**src/rtl/adder_result_accum.sv**
```systemverilog
// Accumulates a batch of {cout, s} adder results and presents the total, sample count and a
// sticky wrap flag on a valid/ready port, stalling the producer while the result is pending.
module adder_result_accum #(
   parameter int unsigned N     = 32,
   parameter int unsigned BATCH = 8,
   parameter int unsigned ACC_W = 40,
   parameter int unsigned CNT_W = 8
) (
   input  logic             clk_i,
   input  logic             rst_ni,
   input  logic             in_valid_i,
   output logic             in_ready_o,
   input  logic [N-1:0]     s_i,
   input  logic             cout_i,
   input  logic             flush_i,
   output logic             out_valid_o,
   input  logic             out_ready_i,
   output logic [ACC_W-1:0] out_sum_o,
   output logic [CNT_W-1:0] out_count_o,
   output logic             out_ovf_o
);

   typedef enum logic [1:0] {StIdle, StAccum, StDone} state_e;

   localparam logic [CNT_W-1:0] LastCnt = CNT_W'(BATCH - 1);

   state_e             state_q, state_d;
   logic [ACC_W-1:0]   acc_q, acc_d;
   logic [CNT_W-1:0]   cnt_q, cnt_d;
   logic               ovf_q, ovf_d;

   logic               accept;
   logic [ACC_W-1:0]   sample;
   logic [ACC_W:0]     add_full;

   assign sample   = ACC_W'({cout_i, s_i});
   assign add_full = {1'b0, acc_q} + {1'b0, sample};
   assign accept   = in_valid_i && (state_q != StDone);

   always_comb begin
      state_d = state_q;
      acc_d   = acc_q;
      cnt_d   = cnt_q;
      ovf_d   = ovf_q;
      if (accept) begin
         acc_d = add_full[ACC_W-1:0];
         cnt_d = cnt_q + 1'b1;
         ovf_d = ovf_q | add_full[ACC_W];
      end
      unique case (state_q)
         StIdle: begin
            // A lone flush in IDLE would close an empty batch, so it needs a sample too.
            if (accept) begin
               state_d = (BATCH == 1 || flush_i) ? StDone : StAccum;
            end
         end
         StAccum: begin
            if ((accept && cnt_q == LastCnt) || flush_i) begin
               state_d = StDone;
            end
         end
         StDone: begin
            if (out_ready_i) begin
               state_d = StIdle;
               acc_d   = '0;
               cnt_d   = '0;
               ovf_d   = 1'b0;
            end
         end
         default: state_d = StIdle;
      endcase
   end

   always_ff @(posedge clk_i or negedge rst_ni) begin
      if (!rst_ni) begin
         state_q <= StIdle;
         acc_q   <= '0;
         cnt_q   <= '0;
         ovf_q   <= 1'b0;
      end else begin
         state_q <= state_d;
         acc_q   <= acc_d;
         cnt_q   <= cnt_d;
         ovf_q   <= ovf_d;
      end
   end

   assign in_ready_o  = (state_q != StDone);
   assign out_valid_o = (state_q == StDone);
   assign out_sum_o   = acc_q;
   assign out_count_o = cnt_q;
   assign out_ovf_o   = ovf_q;

endmodule

```
**config.mk**
```make
export PLATFORM = sky130hd
export DESIGN_NAME = adder_result_accum
export DESIGN_NICKNAME = d
export VERILOG_FILES = /design/src/rtl/adder_result_accum.sv
export SDC_FILE = /design/constraint.sdc
export NUM_CORES = 1
export LEC_CHECK = 0
export BUFFER_PORTS_ARGS = -buffer_cell sky130_fd_sc_hd__buf_2
export CORE_ASPECT_RATIO = 2
export CORE_UTILIZATION = 56
export DETAILED_ROUTE_END_ITERATION = 10
export GPL_ROUTABILITY_DRIVEN = 0
export HOLD_SLACK_MARGIN = 0.12
export PLACE_DENSITY = 0.82
export SLEW_MARGIN = 15
export SYNTH_ARGS = -nofsm -noshare
export SYNTH_HDL_FRONTEND = slang
export SYNTH_SLANG_ARGS = --single-unit
```
**constraint.sdc**
```tcl
create_clock -name clk_i -period 2.74 [get_ports clk_i]
set_input_delay 0.548 -clock clk_i [delete_from_list [all_inputs] [get_ports clk_i]]
set_output_delay 0.548 -clock clk_i [all_outputs]
set_load 0.01 [all_outputs]
```
==> flow_summary.json <==
{
  "startpoint_type": "flip-flop",
  "grt_pass1_vias": 4499,
  "ir_drop_uv": 690,
  "worst-path-buf-inv": 0,
  "grt.overflow.total": 0,
  "clock.fmax_mhz": 376,
  "critical_path.endpoint_type": "flip-flop",
  "drive_gt1_share_pct": 22.8,
  "first_pass_iters": 6,
  "fin_util_pct": 71.0,
  "cts-htree-levels": 2,
  "drtIter0Drc": 387,
  "vias_per_cell": 6.22,
  "timing.final.hold_violations": 0,
  "critPathMaxStageDelay_ns": 0.41,
  "async_reset_ff_share_pct": 100,
  "fin_skew_ns": 0.00969,
  "finalCriticalPeriod_ns": 2.66,
  "place_hpwl_um": 9020,
  "finalCritPeriodShare_pct": 97.0,
  "cts_buffers": 5,
  "grt_use_total_pct": 32.7,
  "yosysWarnings": 0,
  "pin_count": 89,
  "clock_latency_ns": 0.30,
  "nets": 687,
  "power_density_mw_per_mm2": 1130,
  "clk_pin_slew_ns": 0.08,
  "grt_pass1_wl_um": 20100,
  "setup_violations": 0,
  "hold_buffers": 0,
  "worst_pin_slew_ns": 0.703,
  "hp-class": "input port to async pin",
  "start_util_pct": 58.6,
  "synthTopCellsByArea": "dfrtp_1 31%, ha_1 10%, a21oi_1 8.1%",
  "synth.cell_area_mm2": 0.00410,
  "outcome": "finished clean",
  "leakage_nw": 2.35,
  "cts.path.max_buffers": 2,
  "vias": 4383,
  "ys_ff_latch": 51,
  "core-area_mm2": 0.00699,
  "dp_cells": 695,
  "seq_area_frac_synth_pct": 31.1,
  "synth_fp_nets": 581,
  "cp_common_cell": "o21ai_2",
  "fin_tns_setup_ns": 0,
  "wire_per_inst_um": 17.2,
  "avgSynthCellArea_um2": 8.07,
  "slew_viol_final": 0,
  "syn_inst": 508,
  "io_buffers": 88,
  "yosysTopAreaCellShare_pct": 31.1,
  "cp_top_family": "compound AO/OA/AOI/OAI gates",
  "row_count": 43,
  "drc": 0,
  "synth-edff-count": 0,
  "yosysTopAreaCell": "dfrtp_1",
  "die-height_um": 123,
  "yosysUniqueCellTypes": 62,
  "maxSlewHeadroom_pct": 53.1,
  "slowest_stage": "a221o_1",
  "critPathKind": "flip-flop to flip-flop",
  "worstPathCellList": "ha_1 -> fa_2 -> a21o_1 -> a221o_1 -> a221oi_2 -> o21ai_2 -> o21ai_2 -> xor2_1 -> o21ai_1",
  "routed_wl_um": 12100,
  "fin_cells": 705,
  "diodes": 0,
  "synthFlopType": "dfrtp_1",
  "cts-root-buf": "clkbuf_16",
  "die_area_mm2": 0.00769,
  "fill_cells": 618,
  "antenna_found_initial": 0,
  "fp.dieW_um": 62.5,
  "areaGrowthSynthToFinish_pct": 21.1,
  "crit_arrival_ns": 2.85,
  "grt_max_degree": 52,
  "ant_nets": 0,
  "cts_tree": "yes",
  "drv_cap": 0,
  "clock_sinks": 51,
  "cp_max_fo": 4,
  "cp.required_ns": 2.94
}
==> kinds of logic after synthesis <==
| family | count (synthesis) | synth area share [%] |
|---|---|---|
| flip-flops | 51 | 31.1 |
| AO/OA/AOI/OAI | 169 | 26.0 |
| adder cells (fa/ha/maj) | 35 | 10.9 |
| buffers and inverters | 31 | 2.96 |
| multiplexers | 3 | 0.732 |
| XOR/XNOR | 30 | 6.41 |
| AND/OR/NAND/NOR | 189 | 21.9 |
==> cells in the mapped netlist (4+ instances only) <==
cell type and number:
a21o_1 6, or4_1 5, a21oi_1 66, o31ai_1 4, o21ai_1 15, xor2_1 20
o211ai_1 9, dfrtp_1 51, xnor2_1 10, and2_1 4, inv_1 13, a31oi_1 4
and4_1 4, o21ai_0 23, nand4_1 14, nand3_1 17, nor2_1 30, ha_1 34
nor2b_1 4, nand2b_1 4, clkbuf_1 16, o21bai_1 5, nand2_1 79, o21a_1 5
nor3_1 12, or3_1 5
==> repair_timing <==
action	4_1_cts	5_1_grt
gates resized for setup	0	3
setup endpoints to repair	0	5
setup buffers	0	2
==> area by class of cell <==
class / instances / area (µm²) / area share, %
Clock inverter: 2 / 16.3 / 0.327
Sequential cell: 51 / 1280 / 25.7
Multi-Input combinational cell: 426 / 2720 / 54.7
Tap cell: 90 / 113 / 2.27
Clock buffer: 6 / 139 / 2.80
Inverter: 13 / 48.8 / 0.982
Timing Repair Buffer: 117 / 658 / 13.2
==> metal layers <==
layer	wire (µm)	share of wire, %	up-vias	GRT usage (%)
met5	0	0	-	0
met4	686	5.7	0	22.4
met3	503	4.1	47	4.24
met2	6530	54	177	60.9
met1	4410	36	2080	33.4
li1	-	-	2079	-
==> worst register-to-register path, stage by stage, from the launching register on <==
cell and delay [ns]:
dfrtp_1 0.40, ha_1 0.22, fa_2 0.36, a21o_1 0.18, a221o_1 0.41, a221oi_2 0.36
o21ai_2 0.19, o21ai_2 0.20, xor2_1 0.17, o21ai_1 0.07
==> power breakdown <==
group          switching [mW]  internal (mW)
Clock                   0.307          0.366
Sequential              0.298           1.05
Combinational            2.11           1.48
==> registers in the layout, summed over array words and instances, names as in the netlist <==
register and flops:
out_ovf_o 1, state_q 2, out_sum_o 40, out_count_o 8
==> path summary, 6_finish.rpt <==
kind	endpoint	slack, ns	cells after the start	start
min reg2reg	state_q[0]	0.49	1	state_q[1]
min in group clk_i	state_q[0]	0.45	2	flush_i
max	out_sum_o[28]	0.08	9	out_sum_o[0]
min	out_sum_o[21]	0.38	2	rst_ni
max reg2reg	out_sum_o[28]	0.08	9	out_sum_o[0]
max in group asynchronous	out_count_o[5]	1.89	2	rst_ni
==> stage by stage <==
step	cell area (µm²)	hold WS (ns)	setup slack, ns	power (mW)
after floorplan	4100	0.252	0.0931	3.68
after global placement	4780	0.454	-0.158	4.70
after detailed placement	4780	0.483	-0.168	4.81
after CTS	4940	0.403	0.0893	5.51
after global routing	4970	0.435	-0.0159	6.04
final	4970	0.379	0.0830	5.61
==> placed cells by master, fill, tap and decap left out, types with 5 or more instances in the layout <==
master / synthesis / layout
clkbuf_16: 0 / 5
xnor2_1: 10 / 10
nand3_1: 17 / 17
nor2_1: 30 / 30
inv_1: 13 / 13
buf_2: 1 / 88
buf_4: 1 / 29
or4_1: 5 / 5
a21o_1: 6 / 6
a21oi_1: 66 / 65
or3_1: 5 / 5
nand4_1: 14 / 14
o21ai_0: 23 / 23
ha_1: 34 / 34
o211ai_1: 9 / 9
xor2_1: 20 / 20
o21bai_1: 5 / 5
nand2_1: 79 / 79
nor3_1: 12 / 12
o21ai_1: 15 / 15
dfrtp_1: 51 / 51
o21a_1: 5 / 5
(Power assumes the default switching activity.)
